<file path="src/rtl/noc_pkg.sv">
// Shared definitions for the 5-port NoC router.
//   - Input port indices (N, S, E, W, Local) as used on req/grant vectors.
//   - NO_GRANT: grant index reported when no input holds the output.
//   - PKT_FLITS_DEF: default fixed packet length in flits, head included.
//   - sched_state_e: output scheduler FSM states.
package noc_pkg;

  localparam int PORT_N = 0;
  localparam int PORT_S = 1;
  localparam int PORT_E = 2;
  localparam int PORT_W = 3;
  localparam int PORT_L = 4;

  localparam logic [2:0] NO_GRANT = 3'b111;

  localparam int PKT_FLITS_DEF = 5;

  typedef enum logic [0:0] {
    IDLE = 1'b0,
    LOCK = 1'b1
  } sched_state_e;

endpackage

</file>
<file path="src/rtl/rr_pick.sv">
// Combinational round-robin picker.
// Scans elig starting at ptr+1 and wrapping modulo N; the first set bit wins.
// Ports:
//   elig         in  N  eligible requesters
//   ptr          in  3  index of the previous winner (lowest priority now)
//   gnt          out N  one-hot winner, 0 when nothing is eligible
//   idx          out 3  winner index, NO_GRANT when nothing is eligible
//   any_eligible out 1  at least one eligible requester
module rr_pick
  import noc_pkg::*;
#(
  parameter int N = 5
) (
  input  logic [N-1:0] elig,
  input  logic [2:0]   ptr,
  output logic [N-1:0] gnt,
  output logic [2:0]   idx,
  output logic         any_eligible
);

  localparam int IW = (N > 1) ? $clog2(N) : 1;

  logic [IW-1:0] cand;
  logic          found;

  always_comb begin
    gnt   = '0;
    idx   = NO_GRANT;
    found = 1'b0;
    cand  = '0;
    // off = N lands back on ptr itself, so the previous winner is checked last.
    for (int off = 1; off <= N; off++) begin
      cand = IW'((int'(ptr) + off) % N);
      if (!found && elig[cand]) begin
        found     = 1'b1;
        idx       = 3'(cand);
        gnt[cand] = 1'b1;
      end
    end
  end

  assign any_eligible = |elig;

endmodule

</file>
<file path="src/rtl/out_port_sched.sv">
// Per-output-port scheduler: round-robin arbitration among the input ports
// requesting this output, grant locked for one fixed-length packet, and each
// flit gated on downstream credits.
//
// Handshake: send_o acts as ready and flit_valid_i as valid. A flit moves in
// any cycle where both are high. send_o never depends on flit_valid_i, and
// flit_valid_i is ignored whenever send_o is low.
//
// Ports:
//   clk, rst      clock; synchronous active-high reset
//   req_i         per-input request (bit 0 = N, 1 = S, 2 = E, 3 = W, 4 = L)
//   mask_i        1 = input may not win a new grant
//   flit_valid_i  granted input presents a flit
//   credit_ret_i  downstream freed one buffer slot
//   grant_o       registered one-hot grant
//   grant_idx_o   granted index, NO_GRANT when idle
//   send_o        flit transfer permitted this cycle
//   busy_o        packet lock held
//   credit_cnt_o  current downstream credits
//   credit_err_o  sticky credit-overflow flag, cleared only by rst
//   state_o       debug view of the FSM state (0 = IDLE, 1 = LOCK)
module out_port_sched
  import noc_pkg::*;
#(
  parameter int N_IN      = 5,
  parameter int PKT_FLITS = PKT_FLITS_DEF,
  parameter int CREDITS   = 4
) (
  input  logic                         clk,
  input  logic                         rst,
  input  logic [N_IN-1:0]              req_i,
  input  logic [N_IN-1:0]              mask_i,
  input  logic                         flit_valid_i,
  input  logic                         credit_ret_i,
  output logic [N_IN-1:0]              grant_o,
  output logic [2:0]                   grant_idx_o,
  output logic                         send_o,
  output logic                         busy_o,
  output logic [$clog2(CREDITS+1)-1:0] credit_cnt_o,
  output logic                         credit_err_o,
  output logic [0:0]                   state_o
);

  localparam int CW = $clog2(CREDITS + 1);
  localparam int FW = (PKT_FLITS > 1) ? $clog2(PKT_FLITS) : 1;

  localparam logic [0:0]    ST_IDLE   = IDLE;
  localparam logic [0:0]    ST_LOCK   = LOCK;
  localparam logic [FW-1:0] LAST_FLIT = FW'(PKT_FLITS - 1);
  localparam logic [CW-1:0] CRED_MAX  = CW'(CREDITS);

  logic [0:0]      state_q;
  logic [N_IN-1:0] grant_q;
  logic [2:0]      grant_idx_q;
  logic [2:0]      ptr_q;
  logic [FW-1:0]   flit_cnt_q;
  logic [CW-1:0]   credit_cnt_q;
  logic            credit_err_q;

  logic [N_IN-1:0] elig;
  logic [N_IN-1:0] pick_gnt;
  logic [2:0]      pick_idx;
  logic            pick_any;
  logic            send;
  logic            xfer;

  assign elig = req_i & ~mask_i;

  rr_pick #(
    .N (N_IN)
  ) u_pick (
    .elig         (elig),
    .ptr          (ptr_q),
    .gnt          (pick_gnt),
    .idx          (pick_idx),
    .any_eligible (pick_any)
  );

  // Ready is a pure function of registered state, so a credit returned in
  // cycle t can only enable sending from cycle t+1.
  assign send = (state_q == ST_LOCK) && (credit_cnt_q != '0);
  assign xfer = send && flit_valid_i;

  // Arbitration FSM. The picker is only consulted in IDLE, so req_i/mask_i
  // changes during a packet are invisible until the lock drops.
  always_ff @(posedge clk) begin
    if (rst) begin
      state_q     <= ST_IDLE;
      grant_q     <= '0;
      grant_idx_q <= NO_GRANT;
      ptr_q       <= 3'(N_IN - 1);
      flit_cnt_q  <= '0;
    end else begin
      case (state_q)
        ST_IDLE: begin
          if (pick_any) begin
            state_q     <= ST_LOCK;
            grant_q     <= pick_gnt;
            grant_idx_q <= pick_idx;
            flit_cnt_q  <= '0;
          end
        end
        ST_LOCK: begin
          if (xfer) begin
            if (flit_cnt_q == LAST_FLIT) begin
              // Dropping to IDLE for one cycle gives the mandatory gap
              // between packets; the winner becomes lowest priority.
              state_q     <= ST_IDLE;
              grant_q     <= '0;
              grant_idx_q <= NO_GRANT;
              ptr_q       <= grant_idx_q;
              flit_cnt_q  <= '0;
            end else begin
              flit_cnt_q <= flit_cnt_q + 1'b1;
            end
          end
        end
        default: begin
          state_q     <= ST_IDLE;
          grant_q     <= '0;
          grant_idx_q <= NO_GRANT;
        end
      endcase
    end
  end

  // Credit counter. A transfer and a return in the same cycle cancel out.
  // A return with the counter already full is a downstream protocol error:
  // the count saturates and the sticky flag records it.
  always_ff @(posedge clk) begin
    if (rst) begin
      credit_cnt_q <= CRED_MAX;
      credit_err_q <= 1'b0;
    end else begin
      if (xfer && !credit_ret_i) begin
        credit_cnt_q <= credit_cnt_q - 1'b1;
      end else if (credit_ret_i && !xfer) begin
        if (credit_cnt_q == CRED_MAX) begin
          credit_err_q <= 1'b1;
        end else begin
          credit_cnt_q <= credit_cnt_q + 1'b1;
        end
      end
    end
  end

  assign grant_o      = grant_q;
  assign grant_idx_o  = grant_idx_q;
  assign send_o       = send;
  assign busy_o       = (state_q == ST_LOCK);
  assign credit_cnt_o = credit_cnt_q;
  assign credit_err_o = credit_err_q;
  assign state_o      = state_q;

endmodule

</file>
<file path="config.mk">
export PLATFORM = sky130hd
export DESIGN_NAME = out_port_sched
export DESIGN_NICKNAME = d
export VERILOG_FILES = /design/src/rtl/noc_pkg.sv /design/src/rtl/rr_pick.sv /design/src/rtl/out_port_sched.sv
export SDC_FILE = /design/constraint.sdc
export NUM_CORES = 1
export LEC_CHECK = 0
export BUFFER_PORTS_ARGS = -buffer_cell sky130_fd_sc_hd__buf_2
export CORE_UTILIZATION = 55
export DETAILED_ROUTE_END_ITERATION = 12
export PLACE_DENSITY = 0.75
export SETUP_SLACK_MARGIN = 0.02
export SLEW_MARGIN = 25
export SYNTH_ARGS = -nofsm -noshare
export SYNTH_HDL_FRONTEND = slang
export SYNTH_SLANG_ARGS = --single-unit
</file>
<file path="constraint.sdc">
create_clock -name clk -period 8.6 [get_ports clk]
set_input_delay 0.43 -clock clk [delete_from_list [all_inputs] [get_ports clk]]
set_output_delay 0.43 -clock clk [all_outputs]
set_load 0.02 [all_outputs]
</file>
==> flow_summary.yaml <==
clocking:
  worst_setup_hold_path_clk_slew_ns: 0.07
  cts_tree: "yes"
  ctsLongestPathBuffers: 2
  ctsRootBufferMaster: "clkbuf_8"
  htree_num_levels: 1
  cts_post_setup_buffers_inserted: 0
  cts_hold_buf: 0
  worst_skew_pair.late_latency_ns: 0.25
  tritoncts.num_buffers: 3
  clock_sinks: 19
  ctsResizeCount: 0
cells_and_area:
  nets: 466
  stdcell_count: 490
  filler_cell_count: 489
  finalInstanceArea_mm2: 0.00328
  drive_above_1_share_pct: 16.4
  antenna-diode-count: 0
  flow.area_growth_from_synthesis_pct: 5.97
global_routing:
  grt_antenna_before_repair: 0
  grt_util_met2_pct: 43.2
  first_global_vias: 2846
  grt_busiest_layer: "met2"
  met3_capacity_usage_during_global_routing_pct: 3.33
  grt_start_max_net_pins: 31
  grt-ovfl-total: 0
  grt_pass1_wl_mm: 13.8
  global_route.usage.total_pct: 28.3
  grtUsageMet1_pct: 41.7
run:
  maxCapViolations: 0
worst_setup_path:
  worstReg2RegStart: "ptr_q[0]$_SDFFE_PP0P_"
  end_kind: "flop"
  rr_worst_depth: 17
  path_class: "reg -> reg"
  worst_path_max_delay_cell: "ha_1"
  cp.buffers_inverters: 3
  max_stage_delay_ns: 0.61
  reg2reg_slack_ns: 3.20
  critical_path.most_common_cell: "ha_1"
  worstPathCellList: "buf_4, inv_1, ha_1, ha_1, nor4b_2, a211oi_2, xnor2_1, inv_1, ha_1, a21boi_0, o2bb2ai_1, nand2_1, a211oi_2, o311a_2, nand3_2, or3_1, a311oi_2"
  rr_endpoint: "grant_o[3]$_SDFFE_PP0P_"
  cp_max_fo: 30
  critPathTopFamily: "compound AO/OA/AOI/OAI gates"
  kind_of_start_point_of_the_critical_path: "flop"
  critPathLaunch: "ptr_q[0]$_SDFFE_PP0P_"
  critPathRequiredTime_ns: 8.77
  arrival_worst_endpoint_ns: 5.57
synth:
  netlist_top_cells_count: "40 x nor2_1, 33 x inv_1, 32 x nand2_1"
  syn_area_mm2: 0.00310
  synth_largest_area_cell: "dfxtp_1"
  ys_top_cells_by_area: "dfxtp_1 12%, ha_1 12%, nor2_1 4.8%"
  synth_nets: 452
  ys_types: 91
  yosysMostFrequentCell: "nor2_1"
  synthesis.instances: 407
  avgSynthCellArea_um2: 7.61
  area_fraction_of_the_dominant_cell_type_after_synthesis_pct: 12.3
  share_of_flip_flops_with_an_asynchronous_set_or_reset_after_synthesis_pct: 0
  yosysWarningCount: 0
  synth_top_flop_cell: "dfxtp_1"
  total_of_flip_flops_plus_latches_after_synthesis: 19
  synth_edf_count: 0
  sequential_element_share_of_the_synthesized_area_pct: 12.3
detailed_routing:
  first_iter_violations: 283
  post_drt_via_cell_ratio: 6.34
  wire_length_per_cell_um: 16.4
  num_vias: 3109
  drt_first_pass_iters: 6
  postRouteWirelength_mm: 8.04
  post-route-drc-count: 0
  ant_nets: 0
timing:
  unrepaired_setup_endpoints_after_global_routing: "false"
  maxSlewHeadroom_pct: 43.3
  fin_setup_tns_ns: 0
  fmaxAchievable_mhz: 185
  fin_worst_hold_slack_ns: 0.471
  layout_min_cycle_time_ns: 5.40
  finClkSkew_ns: 0.00427
  tightest_slew_ns: 0.850
  finalSetupViolCount: 0
  period_share_pct: 62.8
  finalMaxSlewViolations: 0
  report.final.hold_viol_count: 0
status:
  status: "complete, no violations"
power_and_ir_drop:
  total_power_uw: 226
  power_per_cell_area_mw_per_mm2: 68.8
  max-vdd-ir-drop_uv: 81.5
  power.static_leakage_nw: 1.34
die:
  top_level_ports: 29
  dieWidth_um: 77.1
  dieHeight_um: 77.1
  floorplan.core_area_mm2: 0.00527
  fp.dieArea_mm2: 0.00594
  initial_core_util_pct: 58.8
  core.rowCount: 26
placement:
  dpl.cell_count: 486
  port_buffers: 28
  final_estimated_routing_congestion_in_global_placement: 0.959
  place.detailed.hpwl_mm: 6.23
  placedInstanceArea_mm2: 0.00324
hold_path:
  min_path_cells: 2
  capture_endpoint_of_the_worst_hold_path: "credit_err_o$_SDFFE_PP0P_"
  min-delay-path-class: "reg -> reg"
  timing.hold.worst.start: "credit_err_o$_SDFFE_PP0P_"
## tightest hold or removal path: stages, from the launching register on
cell     delay [ns]
dfxtp_1        0.33
a31oi_1        0.04
nor2_1         0.07
## layout make-up
type / count / area, um2 / share of cell area, %
Sequential cell: 19 / 380 / 11.6
Clock buffer: 4 / 45.0 / 1.37
Timing Repair Buffer: 29 / 148 / 4.50
Inverter: 35 / 131 / 4.00
Tap cell: 70 / 87.6 / 2.67
Multi-Input combinational cell: 333 / 2490 / 75.9
## how the worst max path moves through the flow
stage                              endpoint  slack (ns)  cells after the start
finish              grant_o[3]$_SDFFE_PP0P_        3.20                     17
global route        grant_o[3]$_SDFFE_PP0P_        2.85                     17
CTS                 grant_o[3]$_SDFFE_PP0P_        3.28                     17
detailed placement  grant_o[3]$_SDFFE_PP0P_        3.33                     17
global placement    grant_o[3]$_SDFFE_PP0P_        3.38                     18
floorplan           grant_o[3]$_SDFFE_PP0P_        4.07                     19
## cells in the final DEF (no fill, tap or decap), types with 5 or more instances in the layout
cell type	synthesis	final
nand2b_1	13	13
nand3_1	13	13
buf_2	7	28
or3_1	8	8
a211oi_1	5	5
a31oi_1	5	5
nand2_1	32	32
mux2i_1	11	11
xnor2_1	13	13
dfxtp_1	19	19
nor3_1	8	8
inv_1	33	33
a21oi_1	28	28
o21ai_0	8	8
nor2_1	40	40
ha_1	30	30
nor2b_1	5	5
## where the power goes
part	total (mW)	switching (mW)	leakage, nW	internal, mW
Combinational	0.0669	0.0407	1.16	0.0263
Sequential	0.0983	0.00469	0.155	0.0936
Clock	0.0609	0.0280	0.0228	0.0329
## logic make-up (layout without fill, tap and decap cells)
family          Yosys count  in the layout  synth area share [%]
fa+ha+maj                31             31                  12.8
flops                    19             19                  12.3
mux                      16             16                  6.10
xor+xnor                 20             20                  6.86
simple gates            144            144                  24.1
buf+inv                  55             68                  7.31
compound gates          122            122                  30.6
## metrics by stage
stage               util [%]  setup WS, ns
global route            62.3          2.85
floorplan                  -          4.07
detailed placement      61.5          3.33
CTS                     62.3          3.28
global placement        61.5          3.38
finish                  62.3          3.20
## routing by layer
layer / routed length (um) / up-vias / part of all wire [%]
met2: 3490 / 115 / 43
met4: 177 / 0 / 2.2
met5: 0 / - / 0
met3: 399 / 20 / 5.0
li1: - / 1519 / -
met1: 3970 / 1455 / 49
## flip-flops by register name, indices dropped and copies added, names as in the netlist
register,count
grant_o,5
flit_cnt_q,3
credit_cnt_o,3
busy_o,1
ptr_q,3
credit_err_o,1
grant_idx_o,3
Power figures use the tool's default switching activity.
